$ cat config.mk
export PLATFORM = sky130hd
export DESIGN_NAME = issue_scoreboard
export DESIGN_NICKNAME = d
export VERILOG_FILES = /design/src/rtl/issue_scoreboard.sv
export SDC_FILE = /design/constraint.sdc
export NUM_CORES = 1
export LEC_CHECK = 0
export CORE_MARGIN = 10
export CORE_UTILIZATION = 52
export DETAILED_ROUTE_END_ITERATION = 6
export PLACE_DENSITY = 0.78
export SLEW_MARGIN = 20
export SYNTH_ARGS = -nofsm -noshare
export SYNTH_HDL_FRONTEND = slang
export SYNTH_SLANG_ARGS = --single-unit
$ cat constraint.sdc
create_clock -name clk -period 3.8 [get_ports clk]
set_input_delay 0.38 -clock clk [delete_from_list [all_inputs] [get_ports clk]]
set_output_delay 0.38 -clock clk [all_outputs]
set_load 0.01 [all_outputs]
$ cat src/rtl/issue_scoreboard.sv
// Issue-stage scoreboard: per-register pending-write counters gate issue on RAW/saturation, plus a drain FSM.
// Grant and stall are combinational from registered counters; counters, inflight and drain state update on the next edge.
module issue_scoreboard #(
    parameter int NUM_REGS = 32,
    parameter int CNT_W    = 2
) (
    input  logic                             clk,
    input  logic                             rst_n,
    input  logic                             i_issue_valid,
    input  logic                             i_uses_rs1,
    input  logic [4:0]                       i_rs1,
    input  logic                             i_uses_rs2,
    input  logic [4:0]                       i_rs2,
    input  logic                             i_rd_we,
    input  logic [4:0]                       i_rd,
    input  logic                             i_ds_stall,
    input  logic                             i_flush,
    input  logic                             i_wb_en,
    input  logic [4:0]                       i_wb_rd,
    input  logic                             i_drain_req,
    output logic                             o_issue_grant,
    output logic                             o_hazard_stall,
    output logic [NUM_REGS-1:0]              o_busy_vec,
    output logic [$clog2(NUM_REGS)+CNT_W-1:0] o_inflight,
    output logic                             o_drain_done,
    output logic                             o_err_underflow
);
    localparam int IW = $clog2(NUM_REGS) + CNT_W;
    localparam logic [CNT_W-1:0] CNT_MAX = '1;

    typedef enum logic [1:0] {S_RUN, S_DRAIN, S_DONE} state_t;

    state_t             r_state;
    logic               r_drain_done;
    logic               r_err_underflow;
    logic [IW-1:0]      r_inflight;
    logic [CNT_W-1:0]   r_cnt [NUM_REGS];

    logic               w_haz;
    logic               w_drain_blk;
    logic               w_alloc;
    logic               w_wb_hit;
    logic               w_retire;
    logic               w_underflow;
    logic [NUM_REGS-1:0] w_inc_vec;
    logic [NUM_REGS-1:0] w_dec_vec;

    // No writeback bypass: a register being written back this cycle still blocks its readers.
    assign w_haz = (i_uses_rs1 & (i_rs1 != 5'd0) & (r_cnt[i_rs1] != '0))
                 | (i_uses_rs2 & (i_rs2 != 5'd0) & (r_cnt[i_rs2] != '0))
                 | (i_rd_we    & (i_rd  != 5'd0) & (r_cnt[i_rd]  == CNT_MAX));

    assign w_drain_blk    = (r_state != S_RUN) | i_drain_req;
    assign o_hazard_stall = i_issue_valid & (w_haz | w_drain_blk);
    assign o_issue_grant  = i_issue_valid & ~o_hazard_stall & ~i_ds_stall & ~i_flush;

    assign w_alloc     = o_issue_grant & i_rd_we & (i_rd != 5'd0);
    assign w_wb_hit    = i_wb_en & (i_wb_rd != 5'd0);
    assign w_retire    = w_wb_hit & (r_cnt[i_wb_rd] != '0);
    assign w_underflow = w_wb_hit & (r_cnt[i_wb_rd] == '0);

    always_comb begin
        w_inc_vec = '0;
        w_dec_vec = '0;
        if (w_alloc)  w_inc_vec[i_rd]    = 1'b1;
        if (w_retire) w_dec_vec[i_wb_rd] = 1'b1;
    end

    always_ff @(posedge clk or negedge rst_n) begin
        if (!rst_n) begin
            for (int r = 0; r < NUM_REGS; r++) r_cnt[r] <= '0;
        end else begin
            for (int r = 0; r < NUM_REGS; r++) begin
                if (w_inc_vec[r] && !w_dec_vec[r])
                    r_cnt[r] <= r_cnt[r] + 1'b1;
                else if (w_dec_vec[r] && !w_inc_vec[r])
                    r_cnt[r] <= r_cnt[r] - 1'b1;
            end
        end
    end

    always_ff @(posedge clk or negedge rst_n) begin
        if (!rst_n) begin
            r_inflight      <= '0;
            r_err_underflow <= 1'b0;
        end else begin
            if (w_alloc && !w_retire)
                r_inflight <= r_inflight + 1'b1;
            else if (w_retire && !w_alloc)
                r_inflight <= r_inflight - 1'b1;
            if (w_underflow)
                r_err_underflow <= 1'b1;
        end
    end

    always_ff @(posedge clk or negedge rst_n) begin
        if (!rst_n) begin
            r_state      <= S_RUN;
            r_drain_done <= 1'b0;
        end else begin
            case (r_state)
                S_RUN: begin
                    if (i_drain_req) r_state <= S_DRAIN;
                end
                S_DRAIN: begin
                    if (!i_drain_req) begin
                        r_state <= S_RUN;
                    end else if (r_inflight == '0) begin
                        r_state      <= S_DONE;
                        r_drain_done <= 1'b1;
                    end
                end
                S_DONE: begin
                    if (!i_drain_req) begin
                        r_state      <= S_RUN;
                        r_drain_done <= 1'b0;
                    end
                end
                default: begin
                    r_state      <= S_RUN;
                    r_drain_done <= 1'b0;
                end
            endcase
        end
    end

    always_comb begin
        for (int r = 0; r < NUM_REGS; r++) o_busy_vec[r] = (r_cnt[r] != '0);
    end

    assign o_inflight      = r_inflight;
    assign o_drain_done    = r_drain_done;
    assign o_err_underflow = r_err_underflow;

endmodule

# --- Word-level counts from Yosys, hierarchy flattened ---
# Cells that the tools add are included.
classes:
  eq_ne: 8
  magnitude_cmp: 8
  muxes: 93
  n_addsub: 66
  reduce_logical: 212
  bitwise_logic: 27
ops:
  columns: ["operator", "n"]
  rows:
  - ["$mux W2", 76]
  - ["$reduce_bool A2 Y1", 69]
  - ["$logic_and A1 B1 Y1", 68]
  - ["$logic_not A1 Y1", 66]
  - ["$add A2 B1 Y2 const B", 32]
  - ["$mux W32", 2]
  - ["$sub A2 B1 Y2 const B", 32]
  - ["$bmux W2 S5", 4]
  - ["$ge A6 B6 Y1 const B", 4]
  - ["$not A5 Y6", 4]
  - ["$reduce_bool A5 Y1", 4]
  - ["$and A1 B1 Y1", 15]
  - ["$mux W7", 2]
  - ["$lt A5 B6 Y1 const B", 2]
  - ["$demux W1 S5", 2]
  - ["$ge A5 B1 Y1 const B", 2]
  - ["$ne A2 B2 Y1 const B", 4]
  - ["$add A7 B1 Y7 const B", 1]
  - ["$logic_not A7 Y1", 1]
  - ["$sub A7 B1 Y7 const B", 1]
  - ["$pmux W2 S3", 1]
  - ["$mux W1", 5]
  - ["$eq A2 B2 Y1 const B", 2]
  - ["$logic_not A2 Y1", 2]
  - ["other kinds (7)", 13]
word_totals:
  output_inout_bits: 43
  wordCells: 450
  regBits: 75
  in_bits: 30

# --- Logic depth before layout (Yosys ltp) ---
logic_depth:
  word_depth: 21
  ltp_mapped: 18

# --- Worst setup path before layout ---
# Ideal clock, no wire load.
synth_path:
  path_type: "input-to-reg"
  start: "in i_rs2[3]"
  end: "reg r_inflight[6], in the netlist o_inflight[6]"
  setup_slack_ns: -0.102
  n_path_buf: 2
  t_arrival_ns: 3.822
  path_stages: 17
  setup_ns: 0.080
  t_required_ns: 3.720
  cell_sequence: "buf_2 inv_1 mux4_2 o311ai_0 or3_1 nand4_2 clkbuf_1 nor4_1 ha_1 inv_1 fa_1 a21o_1 a21oi_1 o21bai_1 a21oi_1 mux2i_1 xnor2_1"
synth_via:
  elab_chain_cells: 19
synth_rtl:
  columns: ["element", "line_no", "text"]
  rows:
  - ["from (decl)", "13", "input logic [4:0] i_rs2,"]
  - ["$not A5 Y6 (implied by the code)", "50", "| (i_uses_rs2 & (i_rs2 != 5'd0) & (r_cnt[i_rs2] != '0))"]
  - ["$bmux W2 S5", "50", null]
  - ["$mux W2 (implied by the code) (2 in series)", "50", null]
  - ["$reduce_bool A2 Y1", "50", null]
  - ["$and A1 B1 Y1 (*)", "50", null]
  - ["$or A1 B1 Y1 (*)", "50", null]
  - ["$or A1 B1 Y1 (*)", "51", "| (i_rd_we & (i_rd != 5'd0) & (r_cnt[i_rd] == CNT_MAX));"]
  - ["$or A1 B1 Y1 (*)", "54", "assign o_hazard_stall = i_issue_valid & (w_haz | w_drain_blk);"]
  - ["$and A1 B1 Y1 (*)", "54", null]
  - ["$not A1 Y1 (*)", "55", "assign o_issue_grant = i_issue_valid & ~o_hazard_stall & ~i_ds_stall & ~i_flush;"]
  - ["$and A1 B1 Y1 (*) (3 in series)", "55", null]
  - ["$and A1 B1 Y1 (*) (2 in series)", "57", "assign w_alloc = o_issue_grant & i_rd_we & (i_rd != 5'd0);"]
  - ["$logic_not A1 Y1", "89", "else if (w_retire && !w_alloc)"]
  - ["$logic_and A1 B1 Y1", "89", null]
  - ["$reduce_bool A2 Y1 (no line)", null, null]
  - ["to (signal assigned)", "88", "r_inflight <= r_inflight + 1'b1;"]
  - ["to (signal assigned)", "90", "r_inflight <= r_inflight - 1'b1;"]
  - ["to (decl)", "36", "logic [IW-1:0] r_inflight;"]
# Mark *: on every way between the ends. The rest lies on a longest branch, timed or not. The select of a mux whose other input is x is not followed.
# A chain may end at the register's enable or synchronous reset.

# --- Worst setup path in the final report ---
layout_path:
  start: "reg r_cnt[57] (netlist bit)"
  end: "reg r_inflight[6], in the netlist o_inflight[6]"
layout_via:
  elab_chain_cells: 18
layout_rtl:
  columns: ["element", "line_no", "text"]
  rows:
  - ["from (decl)", "37", "logic [CNT_W-1:0] r_cnt [NUM_REGS];"]
  - ["from (signal, indexed assignment)", "75", "r_cnt[r] <= r_cnt[r] + 1'b1;"]
  - ["from (signal, indexed assignment)", "77", "r_cnt[r] <= r_cnt[r] - 1'b1;"]
  - ["$bmux W2 S5 (on tied branches)", "49, 50", null]
  - ["$mux W2 (on tied branches) (2 in series)", "49, 50", null]
  - ["$reduce_bool A2 Y1 (on tied branches)", "49, 50", null]
  - ["$and A1 B1 Y1 (on tied branches)", "49, 50", null]
  - ["$or A1 B1 Y1", "50", null]
  - ["$or A1 B1 Y1", "51", null]
  - ["$or A1 B1 Y1", "54", null]
  - ["$and A1 B1 Y1", "54", null]
  - ["$not A1 Y1", "55", null]
  - ["$and A1 B1 Y1 (3 in series)", "55", null]
  - ["$and A1 B1 Y1 (2 in series)", "57", null]
  - ["$logic_not A1 Y1", "89", null]
  - ["$logic_and A1 B1 Y1", "89", null]
  - ["$reduce_bool A2 Y1 (no line)", null, null]
# Parallel ways exist; a longest one is shown, timed or not. The select of a mux whose other input is x is not followed.

==> summary.md <==
| Metric | Value |
|---|---|
| Status | `finished, final reports clean` |
| Post-route ant nets | `0` |
| Top cells by area, synth | `dfrtp_1 31%, xor2_1 9.3%, ha_1 7.7%` |
| Congestion Overflow GR | `0` |
| Largest net degree at the start of global routing | `44` |
| CP peak stage delay | `470 ps` |
| # setup viols final | `0` |
| DRT Pass-1 Iters | `5` |
| Clock network power share | `19.8%` |
| Reg2reg end | `o_inflight[6]$_DFFE_PN0P_` |
| Site Rows | `39` |
| Critical Path Slowest Stage Cell | `mux4_2` |
| CTS sink count | `75` |
| MaxCap Viol Count | `0` |
| Die Y | `between 100 and 150 µm` |
| Vias in the first global route | `just over 6,000` |
| DRC errors left | `0` |
| Port Buffer Count | `72` |
| Vias per cell | `5.90` |
| Num CTS Buffers | `9` |
| Post-Synthesis Net Count | `702` |
| Most frequent cells in the layout | `155 x buf_4, 74 x dfrtp_1, 66 x nand2_1, 66 x clkdlybuf4s50_1, 65 x xor2_1` |
| DR iter-0 viols | `566` |
| Fin area | `8500 µm²` |
| Layout fillers | `roughly 870` |
| Net Sw Power | `1.65 mW` |
| Initial Util | `53.4%` |
| Layout Utilization | `73.8%` |
| Leakage | `4.18 nW` |
| GP Congestion | `0.997` |
| PwrDens | `about 530 nW/µm²` |
| Final hold slack | `361 ps` |
| Reg2reg start | `r_cnt[57]$_DFFE_PN0P_` |
| Fin crit period | `between 3000 and 4000 ps` |
| Total number of vias | `approximately 5,900` |
| Yosys top cell by area | `dfrtp_1` |
| Core Area | `between 10,000 and 15,000 µm²` |
| WP buf/inv | `4` |
| TritonCTS clock tree | `done` |
| Top delay family on crit path | `multiplexers` |
| Sequential cell area | `1880 µm²` |
| Internal Power | `2.90 mW` |
| DR WL/cell | `21.5 µm` |
| Slew HR | `between 50% and 60%` |
| Diode count | `0` |
| Synthesis Warnings | `0` |
| Worst Skew | `6.28 ps` |
| Pins Over Slew Limit | `0` |
| CP cell instances | `nor2_2 > buf_6 > inv_1 > buf_4 > mux4_2 > mux4_2 > mux2_4 > nand3_4 > ha_4 > inv_4 > fa_2 > a21o_1 > a21oi_2 > o21bai_1 > a21oi_1 > mux2i_1 > xnor2_1` |
| Hold WC Path Type | `input pin to asynchronous set/reset pin` |
| Die span in x | `129 µm` |
| Peak supply drop | `~330 µV` |
| CTS H-tree depth | `3` |
| Asr flop ratio synth | `100%` |
| R2R cell count | `17` |
| Post-DP Area | `7980 µm²` |
| Element type at the critical path start | `flop` |
| Crit. End Element | `flop` |
| Peak Freq | `about 260 MHz` |
| Layout cells sized above 1 | `28.9%` |
| Tcrit/Tclk final | `99.4%` |
| WL final | `~21,000 µm` |
| Initial antenna violation count | `0` |
| Combinational share of power | `between 50% and 60%` |
| Cell with the most instances on the worst path | `mux4_2` |
| Worst endpoint data arrival time | `4050 ps` |
| Final Hold Fails | `0` |
| Setup Crit Path Kind | `flop to flop` |
| Most common cell after layout, fill and taps aside | `buf_4` |
| CTS clock-pin slew for the worst setup and hold paths | `~60 ps` |
| Die area | `~17,000 µm²` |
| Clock tree buffer depth | `2` |
| Worst slew pin tran | `648 ps` |
| GRT Util Overall | `25.7%` |
| Global-route wire length before repair | `32,800 µm` |
| Avg Inst Size Synth | `9.72 µm²` |
| Sequential share of the synthesized area | `approximately 31%` |
| Internal reg-to-reg setup slack | `20 ps` |
| Synth Flop Type | `dfrtp_1` |
| Synth Instances | `633` |
| Multi-input logic area | `~4100 µm²` |
| Hpwl dp | `16,500 µm` |
| WP data required | `4070 ps` |
| P&R area growth vs syn | `38.2%` |
| Synth Cell Area | `approximately 6000 µm²` |
| Clock latency on the worst-skew pair | `350 ps` |
| I/O pin total | `73` |
| Seq pwr share | `25.5%` |
| FF+latch count, synth | `75` |
| Number of synthesized flops with an enable pin | `0` |
| Sw Ratio | `36.2%` |
| Area fraction of the dominant cell type after synthesis | `between 30% and 40%` |
| Distinct cells, synth | `65` |
| Worst Path Max Fanout | `5` |
| Final #Nets | `915` |
| Root Buffer | `clkbuf_16` |
worst reg2reg max path: stages (launching register included):
cell and delay (ps):
dfrtp_1 400, nor2_2 190, buf_6 130, inv_1 50, buf_4 130, mux4_2 430, mux4_2 470, mux2_4 320
nand3_4 100, ha_4 150, inv_4 50, fa_2 330, a21o_1 170, a21oi_2 150, o21bai_1 80, a21oi_1 180
mux2i_1 250, xnor2_1 130
synth_stat cells (13+ instances only):
cell type / number
nand2_1: 66
mux2i_1: 33
inv_1: 17
ha_1: 38
nor2_1: 56
nor3_1: 37
mux4_2: 13
xor2_1: 65
xnor2_1: 37
dfrtp_1: 75
or2_1: 18
layout make-up:
type / instances / share of cell area, %
clock buffers: 11 / 2.85
clock inverters: 5 / 0.721
inverters: 18 / 0.824
multi-input cells: 509 / 48.4
flip-flops and latches: 75 / 22.1
well taps: 143 / 2.10
repair buffers: 233 / 23.0
metal layers:
metal  track usage [%]  share of wire [%]
met1              30.6                 40
met2              43.0                 49
met3              5.67                7.2
met4              12.8                4.6
met5                 0                  0
through the flow:
step	std cells	setup slack (ps)	total power, mW	TNS [ps]
finish	994	21.1	4.55	0
global route	994	-94.8	4.75	-112
CTS	986	6.53	4.43	0
detailed placement	968	-632	3.47	-2190
global placement	968	-623	3.41	-1950
floorplan	633	2.44	2.24	0
cells by family (layout without fill, tap and decap cells):
family / after synthesis / in the layout / share of synthesized area [%]
compound gates: 57 / 57 / 6.41
simple gates: 250 / 250 / 21.2
flops: 75 / 75 / 30.5
other cells: 2 / 2 / 0.122
buf+inv: 49 / 267 / 4.66
fa+ha+maj: 39 / 39 / 8.06
mux: 59 / 59 / 14.5
xor+xnor: 102 / 102 / 14.5
timing repair:
| item | CTS | global route |
|---|---|---|
| pin swaps | 8 | 17 |
| setup buffers | 1 | 8 |
| endpoints found under the hold margin | 3 | 0 |
| gates cloned | 0 | 0 |
| hold buffers | 1 | 0 |
| gates resized for setup | 20 | 25 |
| setup endpoints to repair | 4 | 4 |
how the worst max path moves through the flow:
| stage | startpoint | end | slack (ps) | cells past startpoint |
|---|---|---|---|---|
| global placement | i_rs1[1] | o_inflight[6]$_DFFE_PN0P_ | -620 | 17 |
| global route | r_cnt[57]$_DFFE_PN0P_ | o_inflight[6]$_DFFE_PN0P_ | -90 | 17 |
| CTS | i_rd[4] | o_hazard_stall | 7 | 10 |
| detailed placement | i_rs1[1] | o_inflight[6]$_DFFE_PN0P_ | -630 | 17 |
| finish | r_cnt[57]$_DFFE_PN0P_ | o_inflight[6]$_DFFE_PN0P_ | 20 | 17 |
| floorplan | r_cnt[12]$_DFFE_PN0P_ | o_inflight[6]$_DFFE_PN0P_ | 2 | 16 |
power groups by stage:
stage	Clock [mW]	Combinational, mW	Sequential [mW]
global route	0.940	2.63	1.18
floorplan	0	1.02	1.22
finish	0.901	2.49	1.16
global placement	0	2.27	1.14
detailed placement	0	2.31	1.16
CTS	0.907	2.38	1.15
registers in the layout, indices dropped and copies added (netlist names):
register	flops
o_drain_done	1
r_state	2
r_cnt	64
o_err_underflow	1
o_inflight	7
No activity file was read; power rests on OpenSTA's default activity.
